## src/rtl/ifu.sv

```systemverilog
// ifu: multi-cycle instruction fetch unit for the NPC core.
// Issues one handshaked fetch, buffers the word, hands it to decode, waits for commit.
//
// Ports:
//   clk, rst                 clock, async active-high reset
//   mem_req_*                fetch request (valid/ready, word address)
//   mem_resp_*               fetch response (valid/ready, data, bus error)
//   inst_valid/inst_ready    handshake to decode; inst, inst_pc, inst_fault, fault_cause
//   commit_valid, next_pc    retiring instruction supplies the next fetch address
//   fetch_count              instructions delivered to decode (wraps at 2^32)
module ifu #(
  parameter logic [31:0] RESET_PC = 32'h8000_0000,
  parameter int unsigned TIMEOUT  = 255
) (
  input  logic        clk,
  input  logic        rst,
  output logic        mem_req_valid,
  output logic [31:0] mem_req_addr,
  input  logic        mem_req_ready,
  input  logic        mem_resp_valid,
  input  logic [31:0] mem_resp_data,
  input  logic        mem_resp_err,
  output logic        mem_resp_ready,
  output logic        inst_valid,
  output logic [31:0] inst,
  output logic [31:0] inst_pc,
  output logic        inst_fault,
  output logic [1:0]  fault_cause,
  input  logic        inst_ready,
  input  logic        commit_valid,
  input  logic [31:0] next_pc,
  output logic [31:0] fetch_count
);

  typedef enum logic [2:0] {
    S_IDLE,
    S_REQ,
    S_WAIT,
    S_HOLD,
    S_COMMIT
  } state_t;

  localparam logic [1:0] C_NONE  = 2'd0;
  localparam logic [1:0] C_ALIGN = 2'd1;
  localparam logic [1:0] C_BUS   = 2'd2;
  localparam logic [1:0] C_TMO   = 2'd3;

  localparam logic [15:0] TMO_MAX = 16'(TIMEOUT);

  state_t      state_q, state_d;
  logic [31:0] fetch_pc_q, fetch_pc_d;
  logic [31:0] inst_q, inst_d;
  logic [31:0] inst_pc_q, inst_pc_d;
  logic        fault_q, fault_d;
  logic [1:0]  cause_q, cause_d;
  logic [15:0] tmo_q, tmo_d;
  logic [31:0] fetch_count_q, fetch_count_d;

  always_comb begin
    state_d       = state_q;
    fetch_pc_d    = fetch_pc_q;
    inst_d        = inst_q;
    inst_pc_d     = inst_pc_q;
    fault_d       = fault_q;
    cause_d       = cause_q;
    tmo_d         = tmo_q;
    fetch_count_d = fetch_count_q;

    unique case (state_q)
      S_IDLE: begin
        state_d = S_REQ;
      end

      S_REQ: begin
        if (mem_req_ready) begin
          state_d = S_WAIT;
          tmo_d   = '0;
        end
      end

      S_WAIT: begin
        if (mem_resp_valid) begin
          state_d   = S_HOLD;
          inst_pc_d = fetch_pc_q;
          if (mem_resp_err) begin
            inst_d  = '0;
            fault_d = 1'b1;
            cause_d = C_BUS;
          end else begin
            inst_d  = mem_resp_data;
            fault_d = 1'b0;
            cause_d = C_NONE;
          end
        end else if (tmo_q == TMO_MAX) begin
          // counter reached the limit with nothing returned:
          // present a timeout fault; any later response is dropped
          state_d   = S_HOLD;
          inst_d    = '0;
          inst_pc_d = fetch_pc_q;
          fault_d   = 1'b1;
          cause_d   = C_TMO;
        end else begin
          tmo_d = tmo_q + 16'd1;
        end
      end

      S_HOLD: begin
        if (inst_ready) begin
          state_d       = S_COMMIT;
          fetch_count_d = fetch_count_q + 32'd1;
        end
      end

      S_COMMIT: begin
        if (commit_valid) begin
          fetch_pc_d = next_pc;
          fault_d    = 1'b0;
          cause_d    = C_NONE;
          if (next_pc[1:0] != 2'b00) begin
            // misaligned target never reaches memory
            state_d   = S_HOLD;
            inst_d    = '0;
            inst_pc_d = next_pc;
            fault_d   = 1'b1;
            cause_d   = C_ALIGN;
          end else begin
            state_d = S_REQ;
          end
        end
      end

      default: begin
        state_d = S_IDLE;
      end
    endcase
  end

  always_ff @(posedge clk or posedge rst) begin
    if (rst) begin
      state_q       <= S_IDLE;
      fetch_pc_q    <= RESET_PC;
      inst_q        <= '0;
      inst_pc_q     <= RESET_PC;
      fault_q       <= 1'b0;
      cause_q       <= C_NONE;
      tmo_q         <= '0;
      fetch_count_q <= '0;
    end else begin
      state_q       <= state_d;
      fetch_pc_q    <= fetch_pc_d;
      inst_q        <= inst_d;
      inst_pc_q     <= inst_pc_d;
      fault_q       <= fault_d;
      cause_q       <= cause_d;
      tmo_q         <= tmo_d;
      fetch_count_q <= fetch_count_d;
    end
  end

  // Moore outputs only: nothing here depends on an input
  assign mem_req_valid  = (state_q == S_REQ);
  assign mem_req_addr   = fetch_pc_q;
  assign mem_resp_ready = (state_q == S_WAIT);
  assign inst_valid     = (state_q == S_HOLD);
  assign inst           = inst_q;
  assign inst_pc        = inst_pc_q;
  assign inst_fault     = fault_q;
  assign fault_cause    = cause_q;
  assign fetch_count    = fetch_count_q;

endmodule
```

## config.mk

```make
export PLATFORM = sky130hd
export DESIGN_NAME = ifu
export DESIGN_NICKNAME = d
export VERILOG_FILES = /design/src/rtl/ifu.sv
export SDC_FILE = /design/constraint.sdc
export NUM_CORES = 1
export LEC_CHECK = 0
export BUFFER_PORTS_ARGS = -buffer_cell sky130_fd_sc_hd__clkbuf_2
export CORE_MARGIN = 2
export CORE_UTILIZATION = 40
export DETAILED_ROUTE_END_ITERATION = 10
export GPL_ROUTABILITY_DRIVEN = 0
export PLACE_DENSITY = 0.62
export SLEW_MARGIN = 40
export SYNTH_ARGS = -nofsm -noshare
export SYNTH_HDL_FRONTEND = slang
export SYNTH_SLANG_ARGS = --single-unit
```

## constraint.sdc

```tcl
create_clock -name clk -period 8.15 [get_ports clk]
set_input_delay 1.63 -clock clk [delete_from_list [all_inputs] [get_ports clk]]
set_output_delay 1.63 -clock clk [all_outputs]
set_load 0.01 [all_outputs]
```

==> results of run 1 <==
==> final cells by class <==
class | instances | area, sq um
Timing Repair Buffer | 208 | 1050
Inverter | 7 | 33.8
Fill cell | 1442 | 7620
Clock buffer | 18 | 439
Multi-Input combinational cell | 375 | 2630
Sequential cell | 150 | 3760
Tap cell | 216 | 270
Clock inverter | 14 | 149
==> worst max-delay path: stages, from the launching register on <==
cell      delay, ns
dfrtp_1        0.52
or3b_1         0.69
inv_1          0.60
clkbuf_2       0.25
==> synth_stat cells (2+ instances only) <==
cell type    n  area, sq um
a211oi_1     2         15.0
a21oi_1      9         45.0
a22o_1      32          280
a31oi_1      2         12.5
and3_1       8         50.1
and4_1       5         43.8
buf_2       14         70.1
buf_6        2         22.5
clkbuf_1    15         56.3
dfrtp_1    148         3700
dfstp_2      2         52.6
ha_1         2         25.0
inv_1        7         26.3
mux2_2      32          360
mux2i_1     32          320
nand2_1     72          270
nand2b_1     4         25.0
nand3_1     27          135
nand3b_1     3         22.5
nand4_1     14         87.6
nor2_1      13         48.8
nor2b_1      3         18.8
nor3_1       3         15.0
nor3b_1      2         15.0
nor4_4       3         63.8
o211ai_1     5         37.5
o21ai_0     46          230
o21ai_1      2         10.0
o22ai_1      3         18.8
o31ai_1      2         15.0
or4_1        3         22.5
xnor2_1     23          201
xor2_1       8         70.1
==> how the worst max path moves through the flow <==
stage              startpoint        endpoint  slack (ns)  cells past startpoint
2_1_floorplan             rst  fault_cause[0]        2.49                      1
3_3_place_gp   mem_resp_valid      inst_pc[2]        4.39                      5
3_5_place_dp   mem_resp_valid      inst_pc[5]        4.26                      5
4_1_cts            state_q[1]  mem_resp_ready        4.04                      3
5_1_grt            state_q[1]  mem_resp_ready        3.86                      3
6_report           state_q[1]  mem_resp_ready        4.03                      3
==> power by group through the flow <==
stage | combinational (W) | clock (W) | sequential [W]
floorplan | 0.000398 | 0 | 0.00121
global placement | 0.000801 | 0 | 0.00114
detailed placement | 0.000823 | 0 | 0.00114
CTS | 0.000824 | 0.000794 | 0.00113
global route | 0.000894 | 0.000828 | 0.00116
finish | 0.000808 | 0.000772 | 0.00113
==> through the flow <==
stage | util, % | instance area, sq um | power [W]
after floorplan | - | 6540 | 0.00161
after global placement | 48.5 | 7730 | 0.00194
after detailed placement | 48.5 | 7740 | 0.00197
after CTS | 52.2 | 8330 | 0.00275
after global routing | 52.2 | 8330 | 0.00289
final | 52.2 | 8330 | 0.00271
==> placed cells by master (no fill, tap or decap), drive strengths merged, types with 2 or more instances in the layout <==
cell    instances
a211oi          2
a21oi           9
a22o           32
a31oi           2
and3            8
and4            5
buf             4
bufinv          2
clkbuf        222
clkinv          8
dfrtp         148
dfstp           2
ha              2
inv            10
mux2           32
mux2i          32
nand2          72
nand2b          4
nand3          27
nand3b          3
nand4          14
nand4b          2
nor2           13
nor2b           3
nor3            4
nor3b           2
nor4            4
o211ai          5
o21ai          48
o22ai           3
o31ai           2
or4             3
xnor2          23
xor2            8
==> cells by family (layout without fill, tap and decap cells) <==
| logic type | count (synthesis) | in the layout | share of synthesized area [%] |
|---|---|---|---|
| buf+inv | 38 | 247 | 2.68 |
| xor+xnor | 31 | 31 | 4.15 |
| flops | 150 | 150 | 57.4 |
| simple gates | 169 | 169 | 13.8 |
| compound gates | 109 | 109 | 11.2 |
| fa+ha+maj | 2 | 2 | 0.382 |
| mux | 64 | 64 | 10.4 |
==> state kept, by name, indices dropped and copies added (netlist names) <==
| signal | count |
|---|---|
| fetch_count | 32 |
| inst | 32 |
| inst_pc | 32 |
| mem_req_addr | 32 |
| tmo_q | 16 |
| state_q | 3 |
| fault_cause | 2 |
| inst_fault | 1 |
==> routing by layer <==
layer | global-route usage, % | vias to the layer above | wire (microns)
li1 | - | 2422 | -
met1 | 23.3 | 2401 | 6770
met2 | 29.7 | 156 | 7440
met3 | 7.11 | 20 | 1140
met4 | 5.62 | 0 | 246
met5 | 0 | - | 0
==> impl_metrics.env, run 1 <==
export IMPL_syn_inst=563
export IMPL_route_detailed_drc=0
export IMPL_routedWlPerCell_microns=15.8
export IMPL_pwr_share_seq_pct=41.8
export IMPL_cts_resized_gates=0
export IMPL_min_delay_start="inst_pc[31]"
export IMPL_first_global_vias=5022
export IMPL_whs_endpoint="inst_pc[31]"
export IMPL_area_growth_pct=27.2
export IMPL_drv_slew=0
export IMPL_tns_ns=0
export IMPL_power_share_clock_pct=28.5
export IMPL_overflow=0
export IMPL_io_buffer_count=204
export IMPL_syn_area_sq_mm=0.00654
export IMPL_grt_max_degree=103
export IMPL_status="finished, final reports clean"
export IMPL_reg2reg_to="inst_pc[5]"
export IMPL_arrival_ns=2.49
export IMPL_drt_iter0_drc=216
export IMPL_avgSynthCellArea_sq_um=11.6
export IMPL_power_density_mw_per_mm2=326
export IMPL_crit_path_start_kind="register"
export IMPL_grt_pass1_wl_microns=25900
export IMPL_async_flop_share_pct=100
export IMPL_dp_hpwl_microns=11200
export IMPL_cap_violations=0
export IMPL_p_int_w=0.00179
export IMPL_ant_nets=0
export IMPL_yosys_warnings=0
export IMPL_num_rows=46
export IMPL_placed_cells=956
export IMPL_cts_tree="built"
export IMPL_rsz0062_at_grt="no"
export IMPL_cts_buffer_depth=2
export IMPL_path_class="register to output pin"
export IMPL_antenna_found_initial=0
export IMPL_num_vias=4999
export IMPL_finalCritPeriodShare_pct=50.5
export IMPL_viasPerCell=5.06
export IMPL_finalWirelength_microns=15600
export IMPL_numCtsBuffers=17
export IMPL_irDropWorstVdd_v=0.000157
export IMPL_p_switching_w=0.000922
export IMPL_hp_class="register to register"
export IMPL_diodes=0
export IMPL_p_leak_nw=4.07
export IMPL_finalNetCount=832
export IMPL_whs_path_depth=2
export IMPL_r2r_slack_ns=5.02
export IMPL_cp_required_ns=6.52
export IMPL_rr_worst_depth=6
export IMPL_die_h_microns=132
export IMPL_first_pass_iters=4
export IMPL_p_sw_share_pct=34.0
export IMPL_synthFlopType="dfrtp_1"
export IMPL_path_max_fanout=20
export IMPL_fin_cells=988
export IMPL_fmax_mhz=243
export IMPL_finalCriticalPeriod_ns=4.12
export IMPL_tightest_slew_ns=0.770
export IMPL_synthDistinctLibCells=48
export IMPL_start_util_pct=41.0
export IMPL_coreArea_sq_mm=0.0159
export IMPL_io_pins=205
export IMPL_synth_edf_count=0
export IMPL_hold_violations=0
export IMPL_root_buffer="clkbuf_16"
export IMPL_post_cts_setup_buffers=0
export IMPL_dpl_worst_slack_ns=4.26
export IMPL_syn_nets=636
export IMPL_path_clk_slew_ns=0.06
export IMPL_reg2reg_from="tmo_q[0]"
export IMPL_slew_headroom_pct=48.5
export IMPL_dieArea_sq_mm=0.0174
export IMPL_layout_drive_gt1_share_pct=36.9
export IMPL_clk_latency_ns=0.42
export IMPL_setup_violations_final=0
export IMPL_ys_seq_elements=150
export IMPL_die_w_microns=132
export IMPL_comb_power_share_pct=29.8
export IMPL_holdBufCountCts=0
export IMPL_finalWorstSetupSlack_ns=4.03
export IMPL_clkSinkCount=150
export IMPL_end_kind="output pin"
export IMPL_seq_area_frac_synth_pct=57.4
export IMPL_cts_htree_levels=4
export IMPL_whs_ns=0.463
export IMPL_track_usage_pct=18.5
export IMPL_finalClockSkew_ns=0.00821
Note: power is estimated with default switching activity, not from simulation.
==> run 2: changes to the inputs <==
--- a/config.mk
+++ b/config.mk
@@ -5,12 +5,13 @@
 export SDC_FILE = /design/constraint.sdc
 export NUM_CORES = 1
 export LEC_CHECK = 0
+export ABC_AREA = 1
 export BUFFER_PORTS_ARGS = -buffer_cell sky130_fd_sc_hd__clkbuf_2
 export CORE_MARGIN = 2
 export CORE_UTILIZATION = 40
 export DETAILED_ROUTE_END_ITERATION = 10
 export GPL_ROUTABILITY_DRIVEN = 0
-export PLACE_DENSITY = 0.62
+export PLACE_DENSITY = 0.61
 export SLEW_MARGIN = 40
 export SYNTH_ARGS = -nofsm -noshare
 export SYNTH_HDL_FRONTEND = slang
==> constraint.sdc (replaced) <==
create_clock -name clk -period 4.3 [get_ports clk]
set_input_delay 0.86 -clock clk [delete_from_list [all_inputs] [get_ports clk]]
set_output_delay 0.86 -clock clk [all_outputs]
set_load 0.01 [all_outputs]
==> run 2 against run 1 <==
Net effect:
- critical path depth rose by 5
- flip-flop and latch count stayed put
- wire length is 30% higher
- combinational power up 130%
- sequential power is 83% higher
- synthesized area up 17%
- global-route usage is 1.9 points higher
- sequential share of layout area is 5.1 points lower
- register-to-register slack lost 3.8 ns
- critical endpoint is now inst[26]
- largest power group unchanged
==> impl_metrics.env, run 2 <==
export IMPL_status="finished, final reports clean"
export IMPL_r2r_slack_ns=1.18
export IMPL_first_pass_iters=5
export IMPL_finalCritPeriodShare_pct=72.7
export IMPL_grt_pass1_wl_microns=33100
export IMPL_syn_nets=1059
export IMPL_cts_htree_levels=4
export IMPL_reg2reg_from="state_q[0]"
export IMPL_cts_tree="built"
export IMPL_arrival_ns=3.42
export IMPL_io_buffer_count=204
export IMPL_reg2reg_to="inst[26]"
export IMPL_comb_power_share_pct=33.7
export IMPL_seq_area_frac_synth_pct=49.2
export IMPL_synth_top_area_share_pct=48.6
export IMPL_route_detailed_drc=0
export IMPL_post_cts_setup_buffers=0
export IMPL_rsz0062_at_grt="no"
export IMPL_avgSynthCellArea_sq_um=7.74
export IMPL_ys_seq_elements=150
export IMPL_diodes=0
export IMPL_path_class="register to register"
export IMPL_drt_iter0_drc=403
export IMPL_die_h_microns=142
export IMPL_finalWirelength_microns=20300
export IMPL_yosys_warnings=0
export IMPL_dieArea_sq_mm=0.0202
export IMPL_pwr_share_seq_pct=37.9
export IMPL_yosysTopAreaCell="dfrtp_1"
export IMPL_synthTopCellsByCount="nand2_1, dfrtp_1, nor2_1"
export IMPL_path_clk_slew_ns=0.07
export IMPL_first_global_vias=6398
export IMPL_viasPerCell=4.92
export IMPL_cp_required_ns=4.60
export IMPL_crit_path_start_kind="register"
export IMPL_num_vias=6958
export IMPL_ant_nets=0
export IMPL_tightest_slew_ns=0.798
export IMPL_layout_drive_gt1_share_pct=23.4
export IMPL_routedWlPerCell_microns=14.3
export IMPL_layout_commonest_cell="nand2_1"
export IMPL_p_int_w=0.00331
export IMPL_root_buffer="clkbuf_16"
export IMPL_syn_inst=986
export IMPL_numCtsBuffers=17
export IMPL_async_flop_share_pct=100
export IMPL_cap_violations=0
export IMPL_hp_class="primary input to async pin"
export IMPL_overflow=0
export IMPL_grt_max_degree=71
export IMPL_hold_violations=0
export IMPL_tns_ns=0
export IMPL_cts_resized_gates=0
export IMPL_finalNetCount=1240
export IMPL_p_total_w=0.00547
export IMPL_fmax_mhz=320
export IMPL_clk_latency_ns=0.42
export IMPL_stdcell_area_sq_mm=0.00938
export IMPL_synthDistinctLibCells=32
export IMPL_drv_slew=0
export IMPL_finalCriticalPeriod_ns=3.12
export IMPL_start_util_pct=40.8
export IMPL_ys_top_cells_by_area="dfrtp_1, nand2_1, nand4_1"
export IMPL_slew_headroom_pct=46.8
export IMPL_path_max_fanout=64
export IMPL_area_growth_pct=22.9
export IMPL_p_switching_w=0.00216
export IMPL_die_w_microns=142
export IMPL_power_density_mw_per_mm2=583
export IMPL_cp_common_cell="nand2_1"
export IMPL_synth_most_common_cell="nand2_1"
export IMPL_synth_edf_count=0
export IMPL_crit_path_cell_trace="inv_1, nand3_2, inv_2, o21ai_2, nand2_2, nand3_4, nand2_1, nand2_1"
export IMPL_holdBufCountCts=0
export IMPL_p_sw_share_pct=39.4
export IMPL_setup_violations_final=0
export IMPL_p_leak_nw=5.11
export IMPL_antenna_found_initial=0
export IMPL_track_usage_pct=20.4
export IMPL_cpPeakStageDelay_ns=0.74
export IMPL_layout_common_cells="nand2_1, clkbuf_2, dfrtp_1"
export IMPL_place_area_sq_mm=0.00877
export IMPL_power_share_clock_pct=28.4
export IMPL_dp_hpwl_microns=13800
export IMPL_synthFlopType="dfrtp_1"
export IMPL_irDropWorstVdd_v=0.000327
export IMPL_finalClockSkew_ns=0.0108
export IMPL_io_pins=205
export IMPL_crit_slowest_cell="inv_2"
export IMPL_coreArea_sq_mm=0.0187
export IMPL_end_kind="register"
export IMPL_clkSinkCount=150
export IMPL_cts_buffer_depth=2
export IMPL_num_rows=50
export IMPL_syn_area_sq_mm=0.00763
export IMPL_rr_worst_depth=8
## run 2: critical path, delay by kind of cell (launching register included)
kind	cells	cell delay (ns)
AOI/OAI and AO/OA	1	0.19
buffers and inverters	2	0.88
DFF	1	0.40
and+or+nand+nor	5	1.47
## run 2: cells by family after synthesis
family                     share of synthesized area (%)
and+or+nand+nor                                     33.8
xor gates and xnor gates                            2.53
adders and majority gates                          0.328
DFF                                                 49.2
buffers and inverters                               7.64
AOI/OAI and AO/OA                                   6.48
## run 2: power by group through the flow
stage / registers [W] / logic [W] / clock network, W
floorplan: 0.00223 / 0.00110 / 0
global placement: 0.00209 / 0.00184 / 0
detailed placement: 0.00209 / 0.00188 / 0
CTS: 0.00207 / 0.00188 / 0.00160
global route: 0.00212 / 0.00210 / 0.00166
finish: 0.00207 / 0.00184 / 0.00155
## run 2: metrics by stage
stage	hold WS (ns)	setup WS, ns	instances	util, %
after floorplan	0.467	1.55	986	-
after global placement	0.454	1.27	1381	46.7
after detailed placement	0.459	1.12	1382	46.9
after CTS	0.449	1.10	1414	50.1
after global routing	0.472	0.738	1414	50.1
final	0.458	1.18	1414	50.1
## run 2: how the worst max path moves through the flow
stage                           from              to  slack [ns]  cells after the start
after floorplan                  rst  fault_cause[0]        1.55                      1
after global placement    state_q[0]     inst_pc[15]        1.27                      8
after detailed placement  state_q[0]      inst_pc[0]        1.12                      8
after CTS                 state_q[0]        inst[26]        1.10                      8
after global routing      state_q[0]      inst_pc[1]        0.74                      8
final                     state_q[0]        inst[26]        1.18                      8
## run 2: layer usage
layer,global-route usage [%],share of wire (%),vias to the layer above
met5,0,0,-
met2,31.9,47,175
met4,6.84,1.7,0
met1,28.3,46,3229
met3,4.48,5.5,23
li1,-,-,3531
## run 2: final cells by class
type | count | area [sq um]
Tap cell | 234 | 293
Timing Repair Buffer | 213 | 1120
Fill cell | 1845 | 9330
Inverter | 77 | 293
Clock buffer | 17 | 425
Multi-Input combinational cell | 708 | 3300
Sequential cell | 150 | 3760
Clock inverter | 15 | 184
